===== src/rtl/quadrature_pkg.sv =====
// Shared types for the quadrature generator and its matching pitch decoder.
// Holds the {A,B} phase encodings, the FSM state type and the phase sequencer.
package quadrature_pkg;

  localparam int QGEN_DATA_WIDTH = 32;

  typedef enum logic [1:0] {
    PH_00 = 2'b00,
    PH_01 = 2'b01,
    PH_11 = 2'b11,
    PH_10 = 2'b10
  } phase_t;

  typedef enum logic {
    IDLE = 1'b0,
    RUN  = 1'b1
  } state_t;

  // Bit 1 is A, bit 0 is B. Forward walks 00->01->11->10, reverse walks it backwards,
  // so A rises with B=1 going forward and with B=0 going in reverse.
  function automatic phase_t next_phase(input phase_t ph, input logic rev);
    phase_t nxt;
    case (ph)
      PH_00:   nxt = rev ? PH_10 : PH_01;
      PH_01:   nxt = rev ? PH_00 : PH_11;
      PH_11:   nxt = rev ? PH_01 : PH_10;
      default: nxt = rev ? PH_11 : PH_00;
    endcase
    return nxt;
  endfunction

endpackage


===== src/rtl/quadrature_phase_timer.sv =====
// Quarter-phase timer: strobes o_step on the last clock of every div-clock phase.
// A load restarts the count, treating the load cycle itself as clock 0 of the rest phase.
module quadrature_phase_timer #(
  parameter int DIV_WIDTH = 16
) (
  input  logic                 clk,
  input  logic                 rst,
  input  logic                 i_load,
  input  logic [DIV_WIDTH-1:0] i_div,
  input  logic                 i_en,
  output logic                 o_step,
  output logic [DIV_WIDTH-1:0] o_div
);

  logic [DIV_WIDTH-1:0] r_cnt;
  logic [DIV_WIDTH-1:0] r_div;
  logic [DIV_WIDTH-1:0] w_cnt_cur;
  logic [DIV_WIDTH-1:0] w_div_cur;
  logic                 w_active;

  // The step decision in the load cycle uses the incoming divider, so div=1 steps at once.
  assign w_active  = i_load || i_en;
  assign w_cnt_cur = i_load ? '0 : r_cnt;
  assign w_div_cur = i_load ? i_div : r_div;
  assign o_step    = w_active && (w_cnt_cur == (w_div_cur - DIV_WIDTH'(1)));
  assign o_div     = r_div;

  always_ff @(posedge clk) begin
    if (rst) begin
      r_cnt <= '0;
      r_div <= DIV_WIDTH'(1);
    end else begin
      if (i_load) begin
        r_div <= i_div;
      end
      if (o_step) begin
        r_cnt <= '0;
      end else if (w_active) begin
        r_cnt <= w_cnt_cur + DIV_WIDTH'(1);
      end
    end
  end

endmodule


===== src/rtl/quadrature_generator.sv =====
// A/B quadrature synthesiser: emits a signed number of full Gray cycles at div clocks per quarter.
// Optional index pulse output_Z is built only when QGEN_INDEX_EN is defined.
module quadrature_generator
  import quadrature_pkg::*;
#(
  parameter int DATA_WIDTH   = QGEN_DATA_WIDTH,
  parameter int DIV_WIDTH    = 16,
  parameter int INDEX_PERIOD = 1024
) (
  input  logic                         clk,
  input  logic                         rst,
  input  logic                         cmd_valid,
  output logic                         cmd_ready,
  input  logic signed [DATA_WIDTH-1:0] cmd_steps,
  input  logic        [DIV_WIDTH-1:0]  cmd_div,
  input  logic                         abort,
  output logic                         output_A,
  output logic                         output_B,
  output logic                         busy,
  output logic                         done,
  output logic        [DATA_WIDTH-1:0] pos_out,
  output logic                         output_Z
);

  localparam logic [DATA_WIDTH-1:0] ONE_D = DATA_WIDTH'(1);

  state_t                r_state;
  phase_t                r_phase;
  logic                  r_rev;
  logic [DATA_WIDTH-1:0] r_remaining;
  logic [DATA_WIDTH-1:0] r_pos;
  logic                  r_abort_pend;
  logic                  r_done;

  logic                  w_run;
  logic                  w_accept;
  logic                  w_zero_cmd;
  logic                  w_load;
  logic                  w_cmd_rev;
  logic                  w_rev_cur;
  logic                  w_step;
  logic                  w_wrap;
  logic                  w_last;
  logic [DIV_WIDTH-1:0]  w_div_eff;
  logic [DIV_WIDTH-1:0]  w_div_q;
  logic [DATA_WIDTH-1:0] w_steps_u;
  phase_t                w_next_phase;

  function automatic logic [DIV_WIDTH-1:0] clamp_div(input logic [DIV_WIDTH-1:0] d);
    return (d == '0) ? DIV_WIDTH'(1) : d;
  endfunction

  // Two's-complement magnitude; the most negative count maps to 2^(W-1) unsigned.
  function automatic logic [DATA_WIDTH-1:0] magnitude(input logic [DATA_WIDTH-1:0] v);
    return v[DATA_WIDTH-1] ? (~v + ONE_D) : v;
  endfunction

  assign w_run        = (r_state == RUN);
  assign w_accept     = cmd_valid && !w_run;
  assign w_zero_cmd   = (cmd_steps == '0);
  assign w_load       = w_accept && !w_zero_cmd;
  assign w_cmd_rev    = cmd_steps[DATA_WIDTH-1];
  assign w_steps_u    = cmd_steps;
  assign w_div_eff    = clamp_div(cmd_div);
  assign w_rev_cur    = w_run ? r_rev : w_cmd_rev;
  assign w_next_phase = next_phase(r_phase, w_rev_cur);
  assign w_wrap       = w_run && w_step && (w_next_phase == PH_00);
  assign w_last       = w_wrap && ((r_remaining == ONE_D) || r_abort_pend || abort);

  quadrature_phase_timer #(
    .DIV_WIDTH (DIV_WIDTH)
  ) u_timer (
    .clk    (clk),
    .rst    (rst),
    .i_load (w_load),
    .i_div  (w_div_eff),
    .i_en   (w_run),
    .o_step (w_step),
    .o_div  (w_div_q)
  );

  always_ff @(posedge clk) begin
    if (rst) begin
      r_state      <= IDLE;
      r_phase      <= PH_00;
      r_rev        <= 1'b0;
      r_pos        <= '0;
      r_abort_pend <= 1'b0;
      r_done       <= 1'b0;
    end else begin
      r_done <= 1'b0;
      case (r_state)
        IDLE: begin
          r_abort_pend <= 1'b0;
          if (w_accept) begin
            if (w_zero_cmd) begin
              r_done <= 1'b1;
            end else begin
              r_rev       <= w_cmd_rev;
              r_remaining <= magnitude(w_steps_u);
              r_state     <= RUN;
              if (w_step) begin
                r_phase <= w_next_phase;
              end
            end
          end
        end
        default: begin
          if (abort) begin
            r_abort_pend <= 1'b1;
          end
          if (w_step) begin
            r_phase <= w_next_phase;
          end
          // Counts are only retired on the return to 00, so A/B always rest at 00.
          if (w_wrap) begin
            r_remaining <= r_remaining - ONE_D;
            r_pos       <= r_rev ? (r_pos - ONE_D) : (r_pos + ONE_D);
          end
          if (w_last) begin
            r_state <= IDLE;
            r_done  <= 1'b1;
          end
        end
      endcase
    end
  end

  assign output_A  = r_phase[1];
  assign output_B  = r_phase[0];
  assign busy      = w_run;
  assign cmd_ready = !w_run;
  assign done      = r_done;
  assign pos_out   = r_pos;

`ifdef QGEN_INDEX_EN
  localparam int IDX_W = (INDEX_PERIOD > 1) ? $clog2(INDEX_PERIOD) : 1;
  localparam logic [IDX_W-1:0] IDX_MAX = IDX_W'(INDEX_PERIOD - 1);

  logic [IDX_W-1:0]     r_idx;
  logic [IDX_W-1:0]     w_idx_next;
  logic                 r_z;
  logic [DIV_WIDTH-1:0] r_z_left;

  assign w_idx_next = r_rev ? ((r_idx == '0) ? IDX_MAX : (r_idx - IDX_W'(1)))
                            : ((r_idx == IDX_MAX) ? '0 : (r_idx + IDX_W'(1)));

  // Z covers the rest quarter that follows the count landing on index 0.
  always_ff @(posedge clk) begin
    if (rst) begin
      r_idx    <= '0;
      r_z      <= 1'b0;
      r_z_left <= '0;
    end else begin
      if (r_z) begin
        if (r_z_left == '0) begin
          r_z <= 1'b0;
        end else begin
          r_z_left <= r_z_left - DIV_WIDTH'(1);
        end
      end
      if (w_wrap) begin
        r_idx <= w_idx_next;
        if (w_idx_next == '0) begin
          r_z      <= 1'b1;
          r_z_left <= w_div_q - DIV_WIDTH'(1);
        end
      end
    end
  end

  assign output_Z = r_z;
`else
  logic w_unused_cfg;
  assign w_unused_cfg = (^w_div_q) ^ (INDEX_PERIOD > 0);
  assign output_Z     = 1'b0;
`endif

endmodule

===== config.mk =====
export PLATFORM = sky130hd
export DESIGN_NAME = quadrature_generator
export DESIGN_NICKNAME = d
export VERILOG_FILES = /design/src/rtl/quadrature_pkg.sv /design/src/rtl/quadrature_phase_timer.sv /design/src/rtl/quadrature_generator.sv
export SDC_FILE = /design/constraint.sdc
export NUM_CORES = 1
export LEC_CHECK = 0
export CAP_MARGIN = 10
export CORE_MARGIN = 3
export CORE_UTILIZATION = 62
export CTS_CLUSTER_SIZE = 40
export DETAILED_ROUTE_END_ITERATION = 10
export PLACE_DENSITY = 0.95
export RECOVER_POWER = 100
export SYNTH_ARGS = -nofsm -noshare
export SYNTH_HDL_FRONTEND = slang
export SYNTH_SLANG_ARGS = --single-unit
export TNS_END_PERCENT = 100

===== constraint.sdc =====
create_clock -name clk -period 23.5 [get_ports clk]
set_input_delay 4.7 -clock clk [delete_from_list [all_inputs] [get_ports clk]]
set_output_delay 4.7 -clock clk [all_outputs]
set_load 0.005 [all_outputs]

# After elaboration in Yosys (flattened, before gate mapping)
# Index checks and enable logic that the tools add are counted.
# op_classes
add_sub_neg,6
mul,0
n_div,0
order_cmp,0
eq_ne,6
shift,0
mux,27
bitwise,4
n_reduce_logical,22
# ops
operator,count
32-bit two-way mux,6
"32-bit by 1-bit adder with 32-bit output, second input constant",2
"32-bit by 1-bit subtractor with 32-bit output, second input constant",2
16-bit two-way mux,3
"32-bit by 1-bit equality test with 1-bit output, second input constant",1
32-bit logical NOT,1
32-bit inverter,1
"16-bit by 1-bit adder with 16-bit output, second input constant",1
16-bit equality test,1
16-bit logical NOT,1
2-bit two-way mux,8
"16-bit by 1-bit subtractor with 16-bit output, second input constant",1
1-bit two-way mux,9
1-bit logical AND,6
2-bit one-hot mux with 3 select lines,1
2-bit logical NOT,2
2-bit AND reduction,2
4-bit AND reduction,1
2-bit OR reduction,2
1-bit logical OR,3
1-bit inverter,3
3-bit AND reduction,1
"2-bit by 1-bit equality test with 1-bit output, second input constant",1
"2-bit equality test, second input constant",1
other kinds (4),5
# word_totals
ff_bits,102
latchBits,0
ramBits,0
rom_bits,0
in_bits,52
out_inout_bits,38
elab_cells,74
mem_count,0

# Depth between registers and ports, before layout
# Gate-level depths: netlist of the first run.
# depth
ltp_word,12
depth_mapped,20
ltp_nobuf,17

# Modules after synthesis
# A second synthesis of the first run with hierarchy kept.
# unflattened
hier_cells,954
hier_area_um2,7845.0
# by_module_without_submodules
module,n_inst,cells_each,area_per_inst_um2,seq_area_each_um2
quadrature_generator,1,695,5602.9,1721.7
quadrature_phase_timer,1,259,2242.2,640.6

# Least setup slack after synthesis of the first run
# No wires, ideal clock.
# synth_path
kind,input -> register
start,in cmd_steps[1]
end,reg r_remaining[0] (enable)
setup_time_ps,461
arrival_time_ps,11099
required_ps,23039
path_slack_ps,11940
path_stages,19
n_path_buf,2
cell_sequence,inv_1 ha_1 or3b_2 nor4_4 nand4_1 nand2_1 clkbuf_1 nor2_1 a21oi_1 ha_1 nor4b_1 nand4_1 xor2_1 o311ai_0 o32a_1 a2111oi_4 buf_4 nor2_1 nor3_1
# synth_between
elab_chain_cells,11
elab_cells_between_ends,14
classes_between,1 x add/sub; 3 x eq/ne; 2 x mux; 8 x reduce/logical
# synth_lines
item,line,text
"start, declared",quadrature_generator.sv:14,"input logic signed [DATA_WIDTH-1:0] cmd_steps,"
32-bit logical NOT (*),quadrature_generator.sv:60,assign w_zero_cmd = (cmd_steps == '0);
1-bit logical NOT,quadrature_generator.sv:61,assign w_load = w_accept && !w_zero_cmd;
1-bit logical AND,quadrature_generator.sv:61,
16-bit two-way mux,--,
16-bit by 1-bit subtractor with 16-bit output,quadrature_phase_timer.sv:25,assign o_step = w_active && (w_cnt_cur == (w_div_cur - DIV_WIDTH'(1)));
16-bit equality test,quadrature_phase_timer.sv:25,
1-bit logical AND,quadrature_phase_timer.sv:25,
1-bit logical AND (2 in a row),quadrature_generator.sv:67,assign w_wrap = w_run && w_step && (w_next_phase == PH_00);
2-bit by 1-bit inequality test with 1-bit output (no source line),--,
4-bit AND reduction (no source line) (*),--,
"end signal, assigned",quadrature_generator.sv:100,r_remaining <= magnitude(w_steps_u);
"end signal, assigned",quadrature_generator.sv:117,r_remaining <= r_remaining - ONE_D;
"end, declared",quadrature_generator.sv:30,logic [DATA_WIDTH-1:0] r_remaining;
# Every way passes the cells marked *; elsewhere a longest branch is shown, timed or not.
# A chain may end at the register's enable or synchronous reset.

# Worst setup path in the final report of the first run
# layout_path
start,in cmd_steps[0]
end,reg r_remaining[9] (enable)
# The elaborated chain is that of the path after synthesis.

==> results of run 1 <==
layer usage:
layer	share of wire	GRT usage	vias to the layer above
li1	-	-	3701
met1	0.44	0.3893	3592
met2	0.47	0.4625	321
met3	0.063	0.05311	52
met4	0.022	0.07748	0
met5	0	0	-
per-stage QoR:
step / hold WS (ns) / power, W / setup WS, ns / area (um^2)
after floorplan: 0.4478 / 0.0002492 / 11.94 / 7886
after global placement: 0.4659 / 0.0002720 / 12.66 / 8817
after detailed placement: 0.4799 / 0.0002741 / 12.34 / 8817
after CTS: 0.4893 / 0.0004298 / 12.64 / 9128
after global routing: 0.5050 / 0.0004458 / 8.916 / 9077
final: 0.4869 / 0.0004295 / 9.642 / 9077
logic make-up after synthesis:
group	count (synthesis)	share of synthesized area
xor+xnor	111	0.1233
other cells	1	0.0004755
mux	31	0.03982
compound gates	210	0.1709
buf+inv	65	0.03522
simple gates	423	0.2727
fa+ha+maj	36	0.05807
flops	102	0.2995
synthesized netlist by cell type (13+ instances only):
cell / instances / area [um^2]
sky130_fd_sc_hd__nor2_1: 115 / 431.7
sky130_fd_sc_hd__edfxtp_1: 32 / 960.9
sky130_fd_sc_hd__nand4_1: 22 / 137.6
sky130_fd_sc_hd__xnor2_1: 77 / 674.4
sky130_fd_sc_hd__a21oi_1: 83 / 415.4
sky130_fd_sc_hd__nand3_1: 21 / 105.1
sky130_fd_sc_hd__mux2i_1: 28 / 280.3
sky130_fd_sc_hd__nand2b_1: 18 / 112.6
sky130_fd_sc_hd__nor2b_1: 13 / 81.33
sky130_fd_sc_hd__dfxtp_1: 70 / 1401
sky130_fd_sc_hd__nand2_1: 97 / 364.1
sky130_fd_sc_hd__ha_1: 35 / 437.9
sky130_fd_sc_hd__or3_1: 19 / 118.9
sky130_fd_sc_hd__xor2_1: 34 / 297.8
sky130_fd_sc_hd__inv_1: 21 / 78.83
sky130_fd_sc_hd__nor3_1: 41 / 205.2
sky130_fd_sc_hd__clkbuf_1: 33 / 123.9
sky130_fd_sc_hd__o21ai_0: 38 / 190.2
sky130_fd_sc_hd__nor4_1: 17 / 106.4
critical path, cell delays in order:
cell                            delay, ns
sky130_fd_sc_hd__dlygate4sd3_1       0.58
sky130_fd_sc_hd__inv_1               0.07
sky130_fd_sc_hd__ha_1                0.15
sky130_fd_sc_hd__or3b_2              0.53
sky130_fd_sc_hd__nor4_1              0.55
sky130_fd_sc_hd__nand4_1             0.35
sky130_fd_sc_hd__nand2_1             0.76
sky130_fd_sc_hd__nor2_1              0.13
sky130_fd_sc_hd__a21oi_1             0.23
sky130_fd_sc_hd__ha_1                0.29
sky130_fd_sc_hd__nor4b_1             0.59
sky130_fd_sc_hd__nand4_1             0.20
sky130_fd_sc_hd__xor2_1              0.17
sky130_fd_sc_hd__o311ai_0            0.18
sky130_fd_sc_hd__o32a_1              0.40
sky130_fd_sc_hd__a2111oi_0           0.47
sky130_fd_sc_hd__clkbuf_1            1.84
sky130_fd_sc_hd__nor2_1              0.11
sky130_fd_sc_hd__nor3_2              0.18
sky130_fd_sc_hd__clkbuf_1            1.29
sequential cells by signal, indices dropped and copies added, names as in the netlist:
name,flops
busy,1
r_rev,1
u_timer.r_cnt,16
pos_out,32
done,1
r_phase,2
r_remaining,32
r_abort_pend,1
u_timer.o_div,16
power groups by stage:
stage	Combinational [W]	Sequential (W)	Clock (W)
final	0.0000756	0.000197	0.000157
after global routing	0.0000830	0.000197	0.000165
after CTS	0.0000753	0.000196	0.000158
after detailed placement	0.0000740	0.000200	0
after global placement	0.0000723	0.000200	0
after floorplan	0.0000507	0.000199	0
layout make-up:
cell class	count	share of cell area
clock buffers	11	0.02798
inverters	21	0.008684
repair buffers	93	0.09883
clock inverters	5	0.006203
multi-input cells	812	0.5748
flip-flops and latches	102	0.2604
well taps	168	0.02316
path summary, 6_finish.rpt:
check             depth (start not counted)                         start                            to  slack (ns)
setup / recovery                         20                  cmd_steps[0]      r_remaining[9]$_DFFE_PP_        9.64
hold / removal                            2  u_timer.o_div[15]$_SDFF_PP0_  u_timer.o_div[15]$_SDFF_PP0_        0.49
setup reg to reg                         16               busy$_SDFF_PP0_      r_remaining[9]$_DFFE_PP_       13.75
hold reg to reg                           2  u_timer.o_div[15]$_SDFF_PP0_  u_timer.o_div[15]$_SDFF_PP0_        0.49
==> flow_summary_export.csv, run 1 <==
group,metric,value,unit
power,leak,3.305,nW
worst_setup_path,end_kind,"register",
floorplan,starting_utilization_of_the_core_area,0.6458,
power,power_switching,0.0001181,W
timing,final-hold-violation-count,0,
route,antenna_violating_nets_post_route,0,
route,vias_per_cell,6.325,
final_layout,insertedDiodeCount,0,
outcome,violations,"capacitance limit, slew limit",
floorplan,floorplan.core_area,12210,um^2
floorplan,die_y,118.8,um
floorplan,design.die.area,14110,um^2
final_layout,finish.cell_count_without_fillers,1212,
final_layout,sequential_cell_area,2364,um^2
synthesis,synthesis.area_per_instance,8.055,um^2
cts,tritoncts,"yes",
timing,post-route-period-util,0.5897,
cts,clock-sinks,102,
synthesis,synth_cells,979,
timing,worst_slew_margin_rel,-0.6766,
cts,clock_tree.buffer_depth,2,
final_layout,mostFrequentLayoutCell,"sky130_fd_sc_hd__nor2_1",
job,timing.max_cap.violations,4,
global_routing,grt_use_total,0.2847,
final_layout,drive_gt1_frac,0.03352,
place,dp_hpwl,14200,um
worst_setup_path,critPathLaunchType,"input pin",
route,route.vias.total,7666,
worst_setup_path,worst-setup-path-type,"input pin to register",
power,pwr-share-clk,0.366,
final_layout,area.growth.synth_to_final,15.10,%
global_routing,grt_first_pass_wirelength,33880,um
worst_setup_path,critical_path_arrival,13.81,ns
timing,report.final.setup_viol,0,
timing,timing.final.max_slew_violations,195,
power,switching_share_of_power,0.2750,
place,portBuffers,88,
cts,clock_pin_slew_on_the_worst_setup_and_hold_paths,0.07,ns
worst_setup_path,crit_required,23.45,ns
power,power.density_cell_area,47.32,nW/um^2
floorplan,die_width,118.8,um
global_routing,grt_overflow_total,0,
final_layout,layout_common_cells,"115 x sky130_fd_sc_hd__nor2_1, 97 x sky130_fd_sc_hd__nand2_1, 83 x sky130_fd_sc_hd__a21oi_1",
outcome,outcome,"complete, but fails checks",
global_routing,grt_start_max_net_pins,60,
final_layout,core_occupancy_in_the_finished_layout,0.7433,
synthesis,ys_seq_area_frac,0.2995,
final_layout,nNetsFinal,1127,
global_routing,antenna_found_initial,0,
floorplan,std_cell_rows,40,
place,gpl.final_weighted_congestion,0.9672,
synthesis,count_of_flip_flops_with_a_built_in_enable_after_synthesis,32,
timing,max_freq,72.16,MHz
cts,postCtsHoldBufs,0,
timing,worst_case_clock_skew,0.009158,ns
place,placed_cells_incl_taps,1196,
power,share_seq_of_total_power,0.458,
route,finalWirelength,20290,um
cts,post_cts.resized_instances,0,
power,power_frac_comb,0.176,
floorplan,design.portCount,90,
worst_setup_path,critical_path_peak_fanout,46,
cts,tritoncts.num_buffers,9,
route,detail_route.wl_per_cell,16.74,um
synthesis,synthesized_flop_and_latch_total,102,
cts,cts_post_setup_buffers_inserted,0,
cts,htree_num_levels,3,
timing,timing.setup.tns,0,ns
global_routing,first_global_vias,7140,
timing,grt_setup_unrepaired,"false",
synthesis,synth_top_flop_cell,"sky130_fd_sc_hd__dfxtp_1",
timing,fin_crit,13.86,ns
route,dr.first_iter.drc_count,815,
cts,clock_latency,0.36,ns
cts,cts.root.buffer_cell,"sky130_fd_sc_hd__clkbuf_16",
power,p_int,0.0003114,W
final_layout,fillerInstances,922,
synthesis,yosys_warnings,0,
power,irDropWorstVdd,0.03699,mV
synthesis,netlist_area,7886,um^2
timing,transition_time_at_the_pin_with_the_least_slew_margin,2.515,ns
synthesis,synthDistinctLibCells,73,
worst_hold_path,hold_path.class,"register to register",
synthesis,postSynthNetCount,1067,
route,drc,0,
route,drt_pass1_iterations,5,
synthesis,asr_flop_ratio_synth,0,
final_layout,multi_input_area,5218,um^2
Power figures use the tool's default switching activity.
==> run 2, diff against run 1 <==
--- a/config.mk
+++ b/config.mk
@@ -7,10 +7,10 @@
 export LEC_CHECK = 0
 export CAP_MARGIN = 10
 export CORE_MARGIN = 3
-export CORE_UTILIZATION = 62
+export CORE_UTILIZATION = 52
 export CTS_CLUSTER_SIZE = 40
 export DETAILED_ROUTE_END_ITERATION = 10
-export PLACE_DENSITY = 0.95
+export PLACE_DENSITY = 0.87
 export RECOVER_POWER = 100
 export SYNTH_ARGS = -nofsm -noshare
 export SYNTH_HDL_FRONTEND = slang
==> constraint.sdc (replaced) <==
create_clock -name clk -period 11.7 [get_ports clk]
set_input_delay 2.34 -clock clk [delete_from_list [all_inputs] [get_ports clk]]
set_output_delay 2.34 -clock clk [all_outputs]
set_load 0.005 [all_outputs]
==> run 2 against run 1 <==
- the run still ends with capacitance limit, slew limit left
- clock power is 89% higher
- clock skew increased by 0.00066 ns
- non-clock buffer count up 2
- die area is 18% higher
- first-iteration DRC count decreased by 20%
- routed wire length shrank 1.6%
- critical path type unchanged
- critical endpoint is now r_remaining[7]$_DFFE_PP_
- largest cell class unchanged
==> flow_summary_export.csv, run 2 (synthesis results as in run 1) <==
group,metric,value,unit
outcome,outcome,"complete, but fails checks",
outcome,violations,"capacitance limit, slew limit",
cts,cts_post_setup_buffers_inserted,0,
timing,report.final.setup_viol,0,
cts,clock-sinks,102,
place,placedInstanceArea,8852,um^2
cts,tritoncts.num_buffers,9,
timing,post-route-period-util,0.7734,
timing,fin_crit,9.048,ns
timing,final-hold-violation-count,0,
worst_hold_path,worstHoldStart,"pos_out[24]$_SDFFE_PP0P_",
worst_setup_path,register_to_register_path_setup_slack,5.14,ns
route,drt_pass1_iterations,6,
timing,finalWorstSetupSlack,2.652,ns
floorplan,die_y,129.2,um
worst_setup_path,timing.reg2reg.worst_path_depth,11,
route,dr.first_iter.drc_count,648,
worst_hold_path,min_to,"pos_out[24]$_SDFFE_PP0P_",
global_routing,first_global_vias,7056,
floorplan,die_width,129.2,um
route,finalWirelength,19960,um
worst_hold_path,hold_path.class,"register to register",
floorplan,starting_utilization_of_the_core_area,0.5365,
global_routing,grt_most_used_layer,"met2",
floorplan,floorplan.core_area,14700,um^2
worst_setup_path,worst-setup-path-type,"input pin to register",
global_routing,gr-usage-met2,0.3689,
power,power.density_cell_area,92.69,nW/um^2
cts,htree_num_levels,3,
timing,transition_time_at_the_pin_with_the_least_slew_margin,2.522,ns
place,place_ws,2.937,ns
route,vias_per_cell,6.129,
timing,timing.setup.tns,0,ns
route,route.vias.total,7539,
global_routing,groute.layer.met3.usage,0.04658,
worst_setup_path,end_kind,"register",
global_routing,antenna_found_initial,0,
timing,max_freq,110.5,MHz
global_routing,grt_first_pass_wirelength,33170,um
final_layout,mostFrequentLayoutCell,"sky130_fd_sc_hd__nor2_1",
final_layout,area.growth.synth_to_final,15.28,%
cts,postCtsHoldBufs,0,
floorplan,design.die.area,16680,um^2
floorplan,std_cell_rows,44,
global_routing,grt_overflow_total,0,
final_layout,drive_gt1_frac,0.03537,
timing,timing.final.max_slew_violations,115,
cts,tritoncts,"yes",
job,timing.max_cap.violations,2,
route,drc,0,
route,detail_route.wl_per_cell,16.23,um
cts,clock_pin_slew_on_the_worst_setup_and_hold_paths,0.07,ns
final_layout,finalInstanceArea,9091,um^2
cts,clock_tree.buffer_depth,2,
place,portBuffers,88,
power,irDropWorstVdd,0.07643,mV
global_routing,groute.layer.met1.usage,0.3402,
worst_setup_path,critical_path_peak_fanout,46,
cts,clock_latency,0.36,ns
global_routing,grt_use_total,0.2383,
global_routing,grt_start_max_net_pins,60,
final_layout,insertedDiodeCount,0,
final_layout,nNetsFinal,1129,
cts,cts.root.buffer_cell,"sky130_fd_sc_hd__clkbuf_16",
place,gpl.final_weighted_congestion,0.9384,
place,dp_hpwl,14210,um
worst_setup_path,rr_startpoint,"busy$_SDFF_PP0_",
power,leak,3.309,nW
worst_setup_path,critPathLaunchType,"input pin",
timing,grt_setup_unrepaired,"false",
timing,worst_case_clock_skew,0.009816,ns
worst_hold_path,min_delay_path_depth,2,
floorplan,design.portCount,90,
final_layout,layout_common_cells,"115 x sky130_fd_sc_hd__nor2_1, 97 x sky130_fd_sc_hd__nand2_1, 83 x sky130_fd_sc_hd__a21oi_1",
timing,worst_slew_margin_rel,-0.6810,
cts,post_cts.resized_instances,0,
route,antenna_violating_nets_post_route,0,
worst_setup_path,critical_path_arrival,9.06,ns
worst_setup_path,crit_required,11.71,ns
worst_setup_path,reg2reg_to,"r_remaining[7]$_DFFE_PP_",
## run 2: layer usage
layer | up-vias | part of all wire
met5 | - | 0
met4 | 0 | 0.022
met3 | 54 | 0.077
met2 | 339 | 0.44
met1 | 3435 | 0.46
li1 | 3711 | -
## run 2: layout make-up
cell class,count,area (um^2)
clock inverters,4,47.55
clock buffers,12,236.5
inverters,21,78.83
repair buffers,95,917.1
multi-input cells,812,5218
fillers,1269,5608
flip-flops and latches,102,2364
well taps,184,230.2
## run 2: critical path, cell delays in order
cell                            delay [ns]
sky130_fd_sc_hd__dlygate4sd3_1        0.59
sky130_fd_sc_hd__inv_1                0.09
sky130_fd_sc_hd__ha_1                 0.16
sky130_fd_sc_hd__or3b_2               0.51
sky130_fd_sc_hd__nor4_1               0.60
sky130_fd_sc_hd__nand4_1              0.38
sky130_fd_sc_hd__nand2_1              0.76
sky130_fd_sc_hd__mux2i_1              0.32
sky130_fd_sc_hd__ha_1                 0.29
sky130_fd_sc_hd__nor4b_1              0.53
sky130_fd_sc_hd__nand4_1              0.19
sky130_fd_sc_hd__xor2_1               0.17
sky130_fd_sc_hd__o311ai_0             0.16
sky130_fd_sc_hd__o32a_1               0.38
sky130_fd_sc_hd__a2111oi_0            0.37
sky130_fd_sc_hd__buf_4                0.55
sky130_fd_sc_hd__nor2_1               0.10
sky130_fd_sc_hd__nor3_2               0.12
sky130_fd_sc_hd__buf_4                0.42
## run 2: power breakdown
part           internal [W]  switching [W]
combinational     0.0000667      0.0000866
clock              0.000165       0.000130
sequential         0.000381      0.0000129
## run 2: worst max-delay path by stage
stage / endpoint / slack, ns / startpoint
floorplan: r_remaining[0]$_DFFE_PP_ / 2.50 / cmd_steps[1]
global placement: r_remaining[2]$_DFFE_PP_ / 3.20 / cmd_steps[0]
detailed placement: r_remaining[2]$_DFFE_PP_ / 2.94 / cmd_steps[0]
CTS: r_remaining[3]$_DFFE_PP_ / 3.34 / cmd_steps[0]
global route: r_remaining[0]$_DFFE_PP_ / 1.94 / cmd_steps[0]
finish: r_remaining[7]$_DFFE_PP_ / 2.65 / cmd_steps[0]
## run 2: metrics by stage
stage	total power [W]	instances	util	hold WS, ns
floorplan	0.0005005	979	-	0.4478
CTS	0.0008463	1230	0.6216	0.4989
global placement	0.0005483	1214	0.6022	0.4813
detailed placement	0.0005520	1214	0.6022	0.4901
finish	0.0008427	1230	0.6185	0.4937
global route	0.0008787	1230	0.6185	0.5201
==> run 3, diff against run 2 <==
--- a/config.mk
+++ b/config.mk
@@ -7,10 +7,10 @@
 export LEC_CHECK = 0
 export CAP_MARGIN = 10
 export CORE_MARGIN = 3
-export CORE_UTILIZATION = 52
+export CORE_UTILIZATION = 58
 export CTS_CLUSTER_SIZE = 40
 export DETAILED_ROUTE_END_ITERATION = 10
-export PLACE_DENSITY = 0.87
+export PLACE_DENSITY = 0.91
 export RECOVER_POWER = 100
 export SYNTH_ARGS = -nofsm -noshare
 export SYNTH_HDL_FRONTEND = slang
==> constraint.sdc (replaced) <==
create_clock -name clk -period 8.4 [get_ports clk]
set_input_delay 1.68 -clock clk [delete_from_list [all_inputs] [get_ports clk]]
set_output_delay 1.68 -clock clk [all_outputs]
set_load 0.005 [all_outputs]
==> run 3 against run 2 <==
- the run still ends with capacitance limit, slew limit left
- cell count fell by 0.89%
- non-clock buffer count rose by 1
- largest power group unchanged
- clock skew fell by 0.0029 ns
- via count rose by 1.2%
- setup slack got worse by 1.7 ns
- highest routed layer unchanged
- flip-flop and latch count did not move
- global-route usage rose by 2.4 points
==> flow_summary_export.csv, run 3 (synthesis results as in run 1) <==
group,metric,value,unit
timing,report.final.setup_viol,0,
final_layout,layout_common_cells,"115 x sky130_fd_sc_hd__nor2_1, 97 x sky130_fd_sc_hd__nand2_1, 83 x sky130_fd_sc_hd__a21oi_1",
worst_setup_path,crit_required,8.39,ns
timing,transition_time_at_the_pin_with_the_least_slew_margin,2.624,ns
cts,htree_num_levels,3,
final_layout,finalInstanceArea,9130,um^2
timing,max_freq,133.5,MHz
floorplan,std_cell_rows,41,
final_layout,area.growth.synth_to_final,15.77,%
final_layout,mostFrequentLayoutCell,"sky130_fd_sc_hd__nor2_1",
global_routing,first_global_vias,6953,
global_routing,grt_first_pass_wirelength,32420,um
cts,clock-sinks,102,
worst_setup_path,worst-setup-path-type,"input pin to register",
worst_setup_path,critical_path_peak_fanout,34,
timing,worst_case_clock_skew,0.006878,ns
worst_setup_path,end_kind,"register",
floorplan,starting_utilization_of_the_core_area,0.6076,
route,finalWirelength,19910,um
cts,clock_pin_slew_on_the_worst_setup_and_hold_paths,0.07,ns
cts,postCtsHoldBufs,0,
worst_setup_path,crit_path_cell_trace,"dlygate4sd3_1 > clkbuf_1 > nor4b_1 > nand4_1 > nand2_1 > buf_4 > a21oi_1 > ha_1 > nor4b_1 > nand4_1 > xor2_1 > o311ai_0 > o32a_1 > a2111oi_4 > nor2_1 > nor3_4 > clkbuf_2",
timing,worst_slew_margin_rel,-0.7494,
cts,post_cts.resized_instances,0,
route,antenna_violating_nets_post_route,0,
floorplan,die_width,122.6,um
place,gpl.final_weighted_congestion,0.9025,
worst_setup_path,critical_path.slowest_cell,"sky130_fd_sc_hd__clkbuf_1",
final_layout,drive_gt1_frac,0.04011,
place,portBuffers,88,
route,detail_route.wl_per_cell,16.33,um
timing,post-route-period-util,0.8919,
cts,cts.root.buffer_cell,"sky130_fd_sc_hd__clkbuf_16",
timing,grt_setup_unrepaired,"false",
power,power.density_cell_area,130.4,nW/um^2
timing,timing.setup.tns,0,ns
route,dr.first_iter.drc_count,781,
timing,fin_crit,7.492,ns
final_layout,core_occupancy_in_the_finished_layout,0.7035,
global_routing,grt_start_max_net_pins,61,
global_routing,grt_overflow_total,0,
worst_setup_path,critical_path_arrival,7.48,ns
floorplan,design.die.area,15030,um^2
route,route.vias.total,7626,
cts,tritoncts.num_buffers,9,
floorplan,design.portCount,90,
worst_hold_path,hold_path.class,"register to register",
place,dp_hpwl,14130,um
route,drc,0,
cts,clock_latency,0.36,ns
job,timing.max_cap.violations,1,
timing,timing.final.max_slew_violations,61,
cts,cts_post_setup_buffers_inserted,0,
cts,tritoncts,"yes",
worst_setup_path,critPathLaunchType,"input pin",
floorplan,die_y,122.6,um
power,leak,3.333,nW
worst_setup_path,max_stage_delay,0.94,ns
power,irDropWorstVdd,0.1092,mV
timing,final-hold-violation-count,0,
outcome,outcome,"complete, but fails checks",
route,vias_per_cell,6.256,
global_routing,antenna_found_initial,0,
route,drt_pass1_iterations,5,
final_layout,finish.cell_count_without_fillers,1219,
final_layout,nNetsFinal,1130,
final_layout,insertedDiodeCount,0,
floorplan,floorplan.core_area,12980,um^2
cts,clock_tree.buffer_depth,2,
place,placed_cells_incl_taps,1203,
place,placedInstanceArea,8851,um^2
global_routing,grt_use_total,0.2626,
outcome,violations,"capacitance limit, slew limit",
[run 3: worst paths after layout]
kind | from | to | slack (ns) | depth (start not counted)
max | cmd_steps[31] | r_remaining[21]$_DFFE_PP_ | 0.91 | 17
min | u_timer.o_div[15]$_SDFF_PP0_ | u_timer.o_div[15]$_SDFF_PP0_ | 0.48 | 2
max reg2reg | busy$_SDFF_PP0_ | r_remaining[21]$_DFFE_PP_ | 1.69 | 10
min reg2reg | u_timer.o_div[15]$_SDFF_PP0_ | u_timer.o_div[15]$_SDFF_PP0_ | 0.48 | 2
[run 3: final cells by class]
| cell class | count | area (um^2) |
|---|---|---|
| clock buffer | 11 | 242.7 |
| clock inverter | 5 | 50.05 |
| fill | 1011 | 3849 |
| inverter | 21 | 78.83 |
| multi-input combinational | 812 | 5258 |
| sequential | 102 | 2364 |
| tap | 172 | 215.2 |
| timing repair buffer | 96 | 922.1 |
[run 3: layer usage]
metal / vias to the layer above / wire (um) / track usage
li1: 3707 / - / -
met1: 3559 / 9217 / 0.3647
met2: 318 / 8807 / 0.4057
met3: 42 / 1468 / 0.06129
met4: 0 / 418 / 0.08397
met5: - / 0 / 0
[run 3: worst max-delay path, delay by kind of cell]
kind,cells,cell delay [ns]
AOI/OAI and AO/OA,4,1.10
xor gates and xnor gates,1,0.16
adders and majority gates,1,0.28
buffers and inverters,4,2.41
and+or+nand+nor,7,1.82
[run 3: stage by stage]
| step | total power [W] | setup WS, ns | hold WS, ns |
|---|---|---|---|
| finish | 0.001190 | 0.9084 | 0.4819 |
| global route | 0.001236 | 0.4239 | 0.5129 |
| CTS | 0.001194 | 1.263 | 0.4846 |
| floorplan | 0.0006970 | 0.8400 | 0.4478 |
| detailed placement | 0.0007696 | 0.8980 | 0.4751 |
| global placement | 0.0007645 | 1.154 | 0.4736 |
[run 3: power breakdown]
part / internal (W) / switching, W / total, W
logic: 0.0000931 / 0.000123 / 0.000216
clock network: 0.000237 / 0.000188 / 0.000426
registers: 0.000530 / 0.0000180 / 0.000548
total: 0.000861 / 0.000329 / 0.00119
==> variant 1: new RTL, settings of run 2 <==
The option `QGEN_INDEX_EN` is turned on by a define.
--- a/src/rtl/quadrature_generator.sv
+++ b/src/rtl/quadrature_generator.sv
@@ -1,4 +1,6 @@
 // A/B quadrature synthesiser: emits a signed number of full Gray cycles at div clocks per quarter.
 // Optional index pulse output_Z is built only when QGEN_INDEX_EN is defined.
+`define QGEN_INDEX_EN
+
 module quadrature_generator
   import quadrature_pkg::*;
Behaviour: not the same (Yosys sat finds a counterexample within 10 cycles, from zero or initial values and one cycle with rst high).
==> variant 1 against run 2 <==
The run still ends with capacitance limit, slew limit left. Sequential cell count is 27 higher. Worst hold slack better by 0.019 ns. Core utilization is 0.47 points higher. Largest power group is now clock. Cell area is 20% higher. Clock skew is 0.00083 ns higher. Synthesized area is 20% higher. Non-clock buffer count is 2 higher. Worst setup slack better by 0.087 ns. Combinational power is 10% higher. Fmax is 0.97% higher. Wire length is 20% higher. Power is 39% higher.
==> variant 1: results (changes against run 2) <==
* Leakage at 4.235 nW (was 3.309 nW)
* All-Layer GR Usage at 24.10% (was 23.83%)
* Worst-Margin Slew at 3.524 ns (was 2.522 ns)
* Drt pass-1 iters at 5 (was 6)
* Peak supply drop at 0.1029 mV (was 0.07643 mV)
* Synth top cells by count: 138 x nor2_1, 114 x nand2_1, 98 x xnor2_1 (was 115 x nor2_1, 97 x nand2_1, 83 x a21oi_1)
* Power Total at 0.001176 W (was 0.0008427 W)
* Sequential area share after synthesis at 30.72% (was 29.95%)
* Routed Wire Length at 23,970 um (was 19,960 um)
* Yosys cell types at 74 (was 73)
* Hpwl dp at 17,140 um (was 14,210 um)
* Maxcap violations at 3 (was 2)
* Final slew viol count at 163 (was 115)
* Vias in the first global route at 8,463 (was 7,056)
* Net Switching at 0.0003227 W (was 0.0002299 W)
* Crit path DAT at 9.12 ns (was 9.06 ns)
* Slowest-stage cell, CP: nor2_1 (was nand2_1)
* H-tree levels at 4 (was 3)
* Filler cell count at 1,495 (was 1,269)
* Final Wtd Congestion at 0.9717 (was 0.9384)
* CP max FO at 34 (was 46)
* Status: finished with violations (unchanged)
* Failing checks: capacitance limit, slew limit (unchanged)
* # nets final at 1,321 (was 1,129)
* Synth area leaders: dfxtp_1 21%, edfxtp_1 10%, xnor2_1 9.1% (was dfxtp_1 18%, edfxtp_1 12%, xnor2_1 8.6%)
* First-pass GRT wire length at 39,920 um (was 33,170 um)
* IO buf count at 89 (was 88)
[variant 1: cell types whose count changed after synthesis, moves of 10 or more]
| cell | delta |
|---|---|
| mux2i_1 | +10 |
| xor2_1 | +23 |
| nand2_1 | +17 |
| o21ai_1 | +10 |
| xnor2_1 | +21 |
| nor2_1 | +23 |
| nand3_1 | +20 |
| o21ai_0 | +16 |
| or3_1 | -10 |
| dfxtp_1 | +27 |
[variant 1: cell families after synthesis]
family	after synthesis	synth area share, %
and+or+nand+nor	462	23.99
AOI/OAI and AO/OA	256	17.04
xor gates and xnor gates	155	14.37
DFF	129	30.72
buffers and inverters	86	4.224
adders and majority gates	41	5.508
muxes	39	4.145
[variant 1: metrics by stage]
step | utilization (%) | std cells | area [um2] | setup slack, ns | hold WS (ns)
after floorplan | - | 1168 | 9449 | 3.743 | 0.4700
after global placement | 59.32 | 1434 | 10400 | 3.810 | 0.4893
after detailed placement | 59.32 | 1434 | 10400 | 3.648 | 0.4952
after CTS | 62.56 | 1466 | 10970 | 4.031 | 0.5066
after global routing | 62.32 | 1466 | 10930 | 1.956 | 0.5404
final | 62.32 | 1466 | 10930 | 2.738 | 0.5130
[variant 1: final timing paths]
path,start,endpoint,slack [ns],cells past startpoint
setup reg to reg,busy,u_timer.r_cnt[14],5.01,12
hold reg to reg,pos_out[26],pos_out[26],0.51,2
setup / recovery,cmd_steps[31],r_z_left[3],2.74,17
hold / removal,pos_out[26],pos_out[26],0.51,2
[variant 1: worst max-delay path: cells and delay by family]
family | cells | cell delay [ns]
muxes | 1 | 0.41
xor gates and xnor gates | 1 | 0.19
AOI/OAI and AO/OA | 3 | 0.58
and+or+nand+nor | 9 | 3.78
adders and majority gates | 1 | 0.33
buffers and inverters | 2 | 1.49
[variant 1: area by class of cell]
class	count	area [um2]	share of cell area, %
Clock buffer	18	429.2	3.927
Clock inverter	14	140.1	1.282
Inverter	30	112.6	1.030
Multi-Input combinational cell	953	6130	56.08
Sequential cell	129	2905	26.58
Tap cell	225	281.5	2.576
Timing Repair Buffer	97	930.9	8.517
[variant 1: power by group through the flow]
stage | logic (W) | registers, W | clock network, W
5_1_grt | 0.000187 | 0.000485 | 0.000547
2_1_floorplan | 0.000116 | 0.000488 | 0
3_5_place_dp | 0.000167 | 0.000493 | 0
3_3_place_gp | 0.000164 | 0.000492 | 0
6_report | 0.000169 | 0.000484 | 0.000523
4_1_cts | 0.000168 | 0.000483 | 0.000530
[variant 1: per-layer routing]
metal  routed length (um)  global-route usage [%]  vias to the layer above  part of all wire (%)
met5                    0                       0                        -                     0
met4                  508                   8.312                        0                   2.1
met3                 1232                   4.376                       39                   5.1
met2                11780                   41.03                      251                    49
met1                10440                   30.80                     4166                    44
li1                     -                       -                     4322                     -
==> variant 2: new RTL, flow settings as in run 2 <==
Made on the original files. Register the input `cmd_div` before use, without a reset. The logic sees it one clock later. The other inputs are not delayed to match.
--- a/src/rtl/quadrature_generator.sv
+++ b/src/rtl/quadrature_generator.sv
@@ -24,4 +24,10 @@
 
   localparam logic [DATA_WIDTH-1:0] ONE_D = DATA_WIDTH'(1);
+
+  logic        [DIV_WIDTH-1:0] cmd_div_q;
+
+  always_ff @(posedge clk) begin
+    cmd_div_q <= cmd_div;
+  end
 
   state_t                r_state;
@@ -62,5 +68,5 @@
   assign w_cmd_rev    = cmd_steps[DATA_WIDTH-1];
   assign w_steps_u    = cmd_steps;
-  assign w_div_eff    = clamp_div(cmd_div);
+  assign w_div_eff    = clamp_div(cmd_div_q);
   assign w_rev_cur    = w_run ? r_rev : w_cmd_rev;
   assign w_next_phase = next_phase(r_phase, w_rev_cur);
Formal check against the unedited RTL: not equivalent (Yosys sat finds a counterexample within 4 cycles, from zero or initial values and one cycle with rst high).
==> variant 2 against run 2 <==
The run still ends with capacitance limit, slew limit left. Synthesized area up 3.5%. Count of clock-buffer cells in the layout up 10. Power up 34%. Cell area up 7.3%. Register-to-register slack better by 0.24 ns. Largest power group is now clock. Core utilization up 2.1 points. Non-clock buffer count up 1. Sequential power up 15%. Sequential cell count up 16. Worst setup slack worse by 0.63 ns. Wire length up 9.2%.
==> variant 2: results (changes against run 2) <==
* Status: finished with violations (unchanged)
* Failing checks: capacitance limit, slew limit (unchanged)
* Ys async rst share at 0% (unchanged)
* IO buf count at 88 (unchanged)
* DR vias/cell at 6.141 (was 6.129)
* CTS Root Cell: clkbuf_16 (unchanged)
* Final Wtd Congestion at 0.9411 (was 0.9384)
* Synth top cells by count: 107 x a21oi_1, 86 x dfxtp_1, 83 x nor2_1 (was 115 x nor2_1, 97 x nand2_1, 83 x a21oi_1)
* Worst-path clk slew at 0.06 ns
* First-pass GRT wire length at 36,270 um (was 33,170 um)
* Maxcap violations at 3 (was 2)
* Ant diodes at 0 (unchanged)
* Hold/Removal Path Class: reg2reg (unchanged)
* XOR/XNOR Fraction of Synth Area at 12.23% (was 12.33%)
* Crit path DAT at 10.00 ns (was 9.06 ns)
* Multiplexer share of the synthesized area at 1.854% (was 3.982%)
* Post-synth EDFFs at 32 (unchanged)
* Peak supply drop at 0.1134 mV (was 0.07643 mV)
* Largest net degree at the start of global routing at 60 (unchanged)
* Final slew viol count at 144 (was 115)
* CP max FO at 36 (was 46)
* # nets final at 1,159 (was 1,129)
* Sw frac at 26.15% (was 27.29%)
* Post-CTS Resized at 0 (unchanged)
* Vias in the first global route at 7,538 (was 7,056)
* Gate Count Post-Synth at 1,001 (was 979)
* Iter 0 DRT Violations at 829 (was 648)
* DP Cell Count at 1,263 (was 1,214)
* Via count at 7,952 (was 7,539)
* CTS buffer count at 17 (was 9)
* Worst-skew pair later-pin latency at 0.43 ns (was 0.36 ns)
* # Post-CTS Setup Buffers at 0 (unchanged)
* Clock skew at 0.009606 ns (was 0.009816 ns)
* Yosys warns at 0 (unchanged)
* Initial antenna violation count at 0 (unchanged)
* Layout cells sized above 1 at 5.351% (was 3.537%)
* Synth Area in Adders at 5.608% (was 5.807%)
* Hpwl dp at 14,900 um (was 14,210 um)
* Drt pass-1 iters at 6 (unchanged)
* Compound-Gate Fraction of Synth Area at 19.52% (was 17.09%)
* Synth area leaders: dfxtp_1 21%, edfxtp_1 12%, xnor2_1 8.8% (was dfxtp_1 18%, edfxtp_1 12%, xnor2_1 8.6%)
* Sequential area share after synthesis at 32.85% (was 29.95%)
* Mapped Nets at 1,089 (was 1,067)
* Worst-Margin Slew at 2.760 ns (was 2.522 ns)
* Leakage at 3.637 nW (was 3.309 nW)
* Yosys cell types at 72 (was 73)
* H-tree levels at 4 (was 3)
* Routed Wire Length at 21,810 um (was 19,960 um)
* Max clock buf depth at 2 (unchanged)
* All-Layer GR Usage at 24.96% (was 23.83%)
## variant 2: worst paths after layout
check / startpoint / end / slack [ns] / depth (start not counted)
max: cmd_steps[31] / pos_out[6] / 2.02 / 16
max reg2reg: busy / pos_out[6] / 5.38 / 13
min reg2reg: u_timer.o_div[15] / u_timer.o_div[15] / 0.47 / 2
min: u_timer.o_div[15] / u_timer.o_div[15] / 0.47 / 2
## variant 2: cells by family (layout without fill, tap and decap cells)
group | Yosys count | count (layout)
xor gates and xnor gates | 114 | 114
adders and majority gates | 36 | 36
muxes | 14 | 14
and+or+nand+nor | 387 | 387
buffers and inverters | 65 | 148
DFF | 118 | 118
AOI/OAI and AO/OA | 266 | 266
other | 1 | 1
## variant 2: power by group through the flow
stage               combinational [W]  clock, W  sequential (W)
CTS                          0.000148  0.000529        0.000453
finish                       0.000148  0.000528        0.000454
global route                 0.000163  0.000549        0.000455
floorplan                    0.000101         0        0.000456
detailed placement           0.000147         0        0.000461
global placement             0.000143         0        0.000461
## variant 2: layout make-up
cell class	instances	area, um2
fillers	1279	5507
repair buffers	96	917.1
clock buffers	22	516.7
flip-flops and latches	118	2684
inverters	20	75.07
clock inverters	10	90.09
multi-input cells	818	5205
well taps	211	264.0
## variant 2: per-layer routing
layer | wire length [um] | vias up | track usage [%] | part of all wire, %
met3 | 1444 | 62 | 5.896 | 6.6
li1 | - | 3792 | - | -
met4 | 569 | 0 | 8.926 | 2.6
met2 | 10040 | 337 | 41.30 | 46
met5 | 0 | - | 0 | 0
met1 | 9751 | 3761 | 31.96 | 45
## variant 2: critical path, stage by stage
cell and delay (ns):
dlygate4sd3_1 0.53, clkbuf_1 0.54, or4_1 0.72, or4_1 0.73
nand2_1 1.05, mux2i_1 0.33, ha_1 0.34, nor4b_1 0.42
nand2_1 0.13, o32ai_1 0.23, nor2_1 0.06, a311oi_1 0.55
or4b_1 0.48, clkbuf_1 0.61, or4_1 0.73, a21oi_1 0.18
## variant 2: metrics by stage
step	setup slack (ns)	power (W)	cell area (um2)
CTS	3.250	0.001130	9812
floorplan	3.237	0.0005563	8165
detailed placement	2.866	0.0006079	9205
finish	2.019	0.001130	9752
global route	1.315	0.001167	9752
global placement	3.030	0.0006037	9205
